## src/rtl/lines_attack_manager_pkg.sv

```systemverilog
// Shared game constants: playfield height, attack base table, combo bonus cap,
// and the row popcount helper used by line detection and attack scoring.
package lines_attack_manager_pkg;

   localparam int          PLAYFIELD_ROWS  = 20;
   localparam int          ROW_CNT_W       = $clog2(PLAYFIELD_ROWS + 1);
   localparam int unsigned MAX_CLEAR_ROWS  = 4;
   localparam int unsigned COMBO_BONUS_MAX = 4;

   localparam logic [3:0] ATK_SINGLE = 4'd0;
   localparam logic [3:0] ATK_DOUBLE = 4'd1;
   localparam logic [3:0] ATK_TRIPLE = 4'd2;
   localparam logic [3:0] ATK_TETRIS = 4'd4;

   function automatic logic [ROW_CNT_W-1:0] count_set_bits(input logic [PLAYFIELD_ROWS-1:0] rows);
      logic [ROW_CNT_W-1:0] cnt;
      cnt = '0;
      for (int i = 0; i < PLAYFIELD_ROWS; i++) begin
         cnt = cnt + ROW_CNT_W'(rows[i]);
      end
      return cnt;
   endfunction

   function automatic logic [3:0] attack_base(input logic [2:0] n);
      logic [3:0] base;
      case (n)
         3'd1:    base = ATK_SINGLE;
         3'd2:    base = ATK_DOUBLE;
         3'd3:    base = ATK_TRIPLE;
         3'd4:    base = ATK_TETRIS;
         default: base = 4'd0;
      endcase
      return base;
   endfunction

endpackage

```

## src/rtl/lines_attack_manager_attack_fifo.sv

```systemverilog
// Attack queue: power-of-2 FIFO with valid/ready head. A push into a full
// queue with no pop is merged (saturating) into the tail entry instead.
module attack_fifo #(
   parameter int DEPTH = 4,
   parameter int WIDTH = 4
) (
   input  logic             clk,
   input  logic             rst_l,
   input  logic             flush_i,
   input  logic             push_i,
   input  logic [WIDTH-1:0] push_data_i,
   input  logic             ready_i,
   output logic             valid_o,
   output logic [WIDTH-1:0] data_o,
   output logic             overflow_o
);

   localparam int PTR_W = $clog2(DEPTH);

   logic [WIDTH-1:0] mem_q [DEPTH];
   logic [PTR_W-1:0] rd_ptr_q, wr_ptr_q, tail_ptr;
   logic [PTR_W:0]   count_q, count_d;
   logic             overflow_q;
   logic             full, pop, merge, write;
   logic [WIDTH:0]   merge_sum;
   logic [WIDTH-1:0] merge_data;

   assign valid_o    = (count_q != '0);
   assign data_o     = mem_q[rd_ptr_q];
   assign overflow_o = overflow_q;
   assign full       = (count_q == (PTR_W+1)'(DEPTH));
   assign pop        = valid_o & ready_i;
   assign merge      = push_i & full & ~pop;
   assign write      = push_i & ~merge;
   assign tail_ptr   = wr_ptr_q - PTR_W'(1);
   assign merge_sum  = {1'b0, mem_q[tail_ptr]} + {1'b0, push_data_i};
   assign merge_data = merge_sum[WIDTH] ? '1 : merge_sum[WIDTH-1:0];

   always_comb begin
      count_d = count_q;
      case ({write, pop})
         2'b10:   count_d = count_q + 1'b1;
         2'b01:   count_d = count_q - 1'b1;
         default: count_d = count_q;
      endcase
   end

   // Storage needs no reset; occupancy alone decides what is valid.
   always_ff @(posedge clk) begin
      if (!flush_i) begin
         if (write) begin
            mem_q[wr_ptr_q] <= push_data_i;
         end else if (merge) begin
            mem_q[tail_ptr] <= merge_data;
         end
      end
   end

   always_ff @(posedge clk or negedge rst_l) begin
      if (!rst_l) begin
         rd_ptr_q   <= '0;
         wr_ptr_q   <= '0;
         count_q    <= '0;
         overflow_q <= 1'b0;
      end else if (flush_i) begin
         rd_ptr_q   <= '0;
         wr_ptr_q   <= '0;
         count_q    <= '0;
         overflow_q <= 1'b0;
      end else begin
         if (write) wr_ptr_q <= wr_ptr_q + PTR_W'(1);
         if (pop)   rd_ptr_q <= rd_ptr_q + PTR_W'(1);
         count_q    <= count_d;
         overflow_q <= merge;
      end
   end

endmodule

```

## src/rtl/lines_attack_manager.sv

```systemverilog
// Per-lock line/attack scoring with combo and back-to-back tracking, feeding
// an attack FIFO. Optional LINES_TSPIN_EN macro enables T-spin scoring.
module lines_attack_manager
   import lines_attack_manager_pkg::*;
#(
   parameter int LINES_W     = 8,
   parameter int COMBO_W     = 4,
   parameter int SEND_W      = 4,
   parameter int QUEUE_DEPTH = 4
) (
   input  logic                      clk,
   input  logic                      rst_l,
   input  logic                      game_start,
   input  logic                      piece_locked,
   input  logic [PLAYFIELD_ROWS-1:0] lines_full,
   input  logic                      tspin,
   output logic [LINES_W-1:0]        lines_cleared,
   output logic [LINES_W-1:0]        lines_sent,
   output logic [COMBO_W-1:0]        combo_count,
   output logic                      b2b_active,
   output logic                      send_valid,
   output logic [SEND_W-1:0]         send_lines,
   input  logic                      send_ready,
   output logic                      send_overflow
);

   localparam int unsigned SEND_MAX = (32'd1 << SEND_W) - 32'd1;

   logic [LINES_W-1:0]   lines_cleared_q, lines_cleared_d;
   logic [LINES_W-1:0]   lines_sent_q, lines_sent_d;
   logic [COMBO_W-1:0]   combo_count_q, combo_count_d;
   logic                 combo_active_q, combo_active_d;
   logic                 b2b_q, b2b_d;

   logic [ROW_CNT_W-1:0] rows_raw;
   logic [2:0]           n;
   logic                 clear;
   logic [COMBO_W:0]     combo_inc;
   logic [COMBO_W-1:0]   combo_next, combo_half;
   logic [3:0]           base;
   logic                 difficult, b2b_bonus;
   logic [2:0]           combo_bonus;
   logic [4:0]           atk_sum;
   logic [SEND_W-1:0]    atk;
   logic [LINES_W:0]     cleared_sum, sent_sum;
   logic                 push;

`ifndef LINES_TSPIN_EN
   logic tspin_unused;
   assign tspin_unused = tspin;
`endif

   assign rows_raw = count_set_bits(lines_full);
   assign n        = (rows_raw > ROW_CNT_W'(MAX_CLEAR_ROWS)) ? 3'(MAX_CLEAR_ROWS) : 3'(rows_raw);
   assign clear    = (n != 3'd0);

   always_comb begin
      combo_inc  = {1'b0, combo_count_q} + 1'b1;
      combo_next = combo_active_q ? (combo_inc[COMBO_W] ? '1 : combo_inc[COMBO_W-1:0]) : '0;
      base       = attack_base(n);
      difficult  = (n == 3'd4);
`ifdef LINES_TSPIN_EN
      if (tspin && clear) begin
         base      = {n, 1'b0};
         difficult = 1'b1;
      end
`endif
      b2b_bonus   = difficult & b2b_q;
      combo_half  = combo_next >> 1;
      combo_bonus = (32'(combo_half) > COMBO_BONUS_MAX) ? 3'(COMBO_BONUS_MAX) : 3'(combo_half);
      atk_sum     = 5'(base) + 5'(b2b_bonus) + 5'(combo_bonus);
      if (!clear) begin
         atk = '0;
      end else if (32'(atk_sum) > SEND_MAX) begin
         atk = SEND_W'(SEND_MAX);
      end else begin
         atk = SEND_W'(atk_sum);
      end
      cleared_sum = {1'b0, lines_cleared_q} + (LINES_W+1)'(n);
      sent_sum    = {1'b0, lines_sent_q} + (LINES_W+1)'(atk);
   end

   // game_start wins over a lock in the same cycle.
   always_comb begin
      lines_cleared_d = lines_cleared_q;
      lines_sent_d    = lines_sent_q;
      combo_count_d   = combo_count_q;
      combo_active_d  = combo_active_q;
      b2b_d           = b2b_q;
      if (game_start) begin
         lines_cleared_d = '0;
         lines_sent_d    = '0;
         combo_count_d   = '0;
         combo_active_d  = 1'b0;
         b2b_d           = 1'b0;
      end else if (piece_locked) begin
         if (clear) begin
            combo_count_d   = combo_next;
            combo_active_d  = 1'b1;
            b2b_d           = difficult;
            lines_cleared_d = cleared_sum[LINES_W] ? '1 : cleared_sum[LINES_W-1:0];
            lines_sent_d    = sent_sum[LINES_W] ? '1 : sent_sum[LINES_W-1:0];
         end else begin
            combo_count_d  = '0;
            combo_active_d = 1'b0;
         end
      end
   end

   always_ff @(posedge clk or negedge rst_l) begin
      if (!rst_l) begin
         lines_cleared_q <= '0;
         lines_sent_q    <= '0;
         combo_count_q   <= '0;
         combo_active_q  <= 1'b0;
         b2b_q           <= 1'b0;
      end else begin
         lines_cleared_q <= lines_cleared_d;
         lines_sent_q    <= lines_sent_d;
         combo_count_q   <= combo_count_d;
         combo_active_q  <= combo_active_d;
         b2b_q           <= b2b_d;
      end
   end

   assign push = piece_locked & ~game_start & (atk != '0);

   attack_fifo #(
      .DEPTH (QUEUE_DEPTH),
      .WIDTH (SEND_W)
   ) u_attack_fifo (
      .clk         (clk),
      .rst_l       (rst_l),
      .flush_i     (game_start),
      .push_i      (push),
      .push_data_i (atk),
      .ready_i     (send_ready),
      .valid_o     (send_valid),
      .data_o      (send_lines),
      .overflow_o  (send_overflow)
   );

   assign lines_cleared = lines_cleared_q;
   assign lines_sent    = lines_sent_q;
   assign combo_count   = combo_count_q;
   assign b2b_active    = b2b_q;

endmodule

```

## config.mk

```make
export PLATFORM = sky130hd
export DESIGN_NAME = lines_attack_manager
export DESIGN_NICKNAME = d
export VERILOG_FILES = /design/src/rtl/lines_attack_manager_pkg.sv /design/src/rtl/lines_attack_manager_attack_fifo.sv /design/src/rtl/lines_attack_manager.sv
export SDC_FILE = /design/constraint.sdc
export NUM_CORES = 1
export LEC_CHECK = 0
export ABC_AREA = 1
export BUFFER_PORTS_ARGS = -buffer_cell sky130_fd_sc_hd__buf_4
export CAP_MARGIN = 30
export CORE_MARGIN = 2
export CORE_UTILIZATION = 45
export CTS_BUF_LIST = sky130_fd_sc_hd__clkbuf_4 sky130_fd_sc_hd__clkbuf_8 sky130_fd_sc_hd__clkbuf_16
export CTS_CLUSTER_SIZE = 8
export DETAILED_ROUTE_END_ITERATION = 10
export GPL_TIMING_DRIVEN = 0
export PLACE_DENSITY = 0.63
export SLEW_MARGIN = 15
export SYNTH_ARGS = -nofsm -noshare
export SYNTH_HDL_FRONTEND = slang
export SYNTH_SLANG_ARGS = --single-unit
```

## constraint.sdc

```tcl
create_clock -name clk -period 3.8 [get_ports clk]
set_clock_uncertainty 0.2 [all_clocks]
set_input_delay 0.76 -clock clk [delete_from_list [all_inputs] [get_ports clk]]
set_output_delay 0.76 -clock clk [all_outputs]
set_load 0.05 [all_outputs]
```

==> impl_metrics.ini <==
[status]
outcome = finished with violations
violations = setup timing

[global_route]
grt_usage_pct = 21.6
antenna_found_initial = 0
grt_pass1_vias = 3291
grt_pass1_wl_mm = 14.7
overflow = 0
grt_max_degree = 31

[layout]
layout-drive-gt1-share_pct = 40.2
final_cell_mix = buf_4 (75), inv_1 (66), nand2_1 (64), dfrtp_1 (30), nor2_1 (23)
syn2layout_area_growth_pct = 45.1
finalNetCount = 593
layout_commonest_cell = buf_4
final_util_pct = 66.2
antenna_cells = 0

[clocking]
clk_path_buf_depth = 2
cts_hold_buf = 0
clkLatencyLatePin_ps = 310
cts_num_sinks = 46
clk_pin_slew_ps = 100
htreeDepth = 2
cts_tree = built
numCtsBuffers = 5
root_buffer = clkbuf_8

[critical_path]
path_common_cell = fa_1
cp.arrival_ps = 6890
crit_start = lines_full[3]
startpoint_type = input pin
cp_top_family = adder cells
timing.rr.start = combo_count[0]
endpoint = lines_sent[3]
cp_slowest_cell = fa_1
worstPathMaxFanout = 4
reg2reg_to = lines_sent[7]
critical_path_required_ps = 3800
slowest_delay_ps = 540
ff2ff_path_depth = 20
path_depth = 32
critPathBufInv = 12
critical_path_class = in2reg
r2r_setup_slack_ps = 50
end_kind = flip-flop

[timing]
slew_viol_final = 0
worst_slew_pin_slew_ps = 780
max_freq_ghz = 0.145
hold_viol = 0
relSlewSlack_pct = 47.6
setup_viol = 60
min_period_ps = 6890
worst_slack_ps = -3090
rsz0062_at_grt = true
tns_ps = -161870
fin_crit_sh_pct = 181

[routing]
num_vias = 3269
drtAntennaViolNets = 0
wirelength_mm = 9.12
drt-wirelength-per-cell_um = 14.5
drc = 0
drt-pass1-iter-count = 4
initialDrtViolationCount = 101
via_per_inst = 5.19

[worst_hold_path]
hold_path_class = in2async

[synth]
syn_inst = 424
ys_types = 41
synth-seq-cells = 46
synthesis.nets = 490
yosysSeqAreaShare_pct = 35.5
postSynthAreaPerCell_um2 = 8.18
synth_warnings = 0
netlist_area_um2 = 3470

[placed_design]
hpwl_mm = 6.02
portBuffers = 51
gp_congestion = 0.891

[floorplan]
core-area_um2 = 7610
dieArea_um2 = 8430
rows = 32
die_w_um = 91.8
die_h_um = 91.8
start_util_pct = 45.6
pin_count = 53

[run]
max_cap_violations = 0
## registers in the layout, summed over array words and instances, names as in the netlist
register,flops
b2b_active,1
u_attack_fifo.count_q,3
u_attack_fifo.wr_ptr_q,2
u_attack_fifo.overflow_o,1
lines_sent,8
combo_active_q,1
lines_cleared,8
combo_count,4
u_attack_fifo.rd_ptr_q,2
u_attack_fifo.mem_q,16
## layer usage
layer | wire length [um] | global-route usage [%] | part of all wire [%] | vias to the layer above
met2 | 5010 | 39.2 | 55 | 83
met4 | 136 | 6.09 | 1.5 | 0
met5 | 0 | 0 | 0 | -
met1 | 3600 | 26.1 | 39 | 1580
li1 | - | - | - | 1592
met3 | 373 | 3.86 | 4.1 | 14
## cells in the mapped netlist (all sizes together)
master	instances	area, um^2
xor2	6	60.1
or2	3	18.8
a31oi	1	6.26
a22o	2	17.5
dfrtp	30	751
clkbuf	2	7.51
inv	81	304
xnor2	2	17.5
fa	20	400
buf	2	8.75
a221oi	1	8.76
nand4	6	52.6
edfxtp	16	480
o21bai	1	7.51
ha	20	250
nor3	14	75.1
o31ai	1	7.51
o311ai	1	8.76
a211oi	1	7.51
nand3	24	130
a21oi	9	52.6
a21o	2	15.0
o22ai	12	75.1
nor4	1	6.26
nor2	35	134
o21ai	43	219
clkinv	2	7.51
o211ai	1	7.51
o32ai	1	8.76
nand2	84	323
## cell type report
class | count | area [um^2]
sequential | 46 | 1230
inverter | 83 | 347
timing repair buffer | 95 | 815
timing repair inverter | 1 | 8.76
fill | 606 | 2570
clock buffer | 5 | 68.8
buffer | 4 | 16.3
clock inverter | 3 | 23.8
multi-input combinational | 291 | 2390
tap | 102 | 128
## metrics by stage
step | cell area [um^2] | hold slack [ps] | std cells | worst slack, ps
after CTS | 4740 | 185 | 621 | -3020
after floorplan | 3560 | 264 | 424 | -3230
after detailed placement | 4070 | 318 | 577 | -3880
after global placement | 4070 | 305 | 577 | -3730
final | 5030 | 167 | 630 | -3090
after global routing | 5030 | 188 | 630 | -3360
## logic make-up (layout without fill, tap and decap cells)
group / after synthesis / in the layout / share of synthesized area (%)
AO/OA/AOI/OAI: 76 / 76 / 12.7
XOR/XNOR: 8 / 8 / 2.24
adder cells (fa/ha/maj): 40 / 40 / 18.8
buffers and inverters: 87 / 191 / 9.45
flip-flops: 46 / 46 / 35.5
AND/OR/NAND/NOR: 167 / 167 / 21.3
## worst min path at each step
| stage | start | endpoint | cells after the start |
|---|---|---|---|
| after floorplan | rst_l | b2b_active | 0 |
| after global placement | lines_cleared[0] | lines_cleared[0] | 2 |
| after detailed placement | lines_cleared[0] | lines_cleared[0] | 2 |
| after CTS | rst_l | u_attack_fifo.count_q[1] | 1 |
| after global routing | rst_l | u_attack_fifo.count_q[1] | 1 |
| final | rst_l | u_attack_fifo.count_q[1] | 1 |
## repair_timing
item                       in CTS  in global routing
pin swaps                      51                 29
setup endpoints to repair      60                 60
gates resized for setup        78                 54
cloned                          1                  0
buffers inserted               38                 14
Power is not shown: default switching activity piles up to over one toggle a cycle in this logic, so the estimate is an artifact.
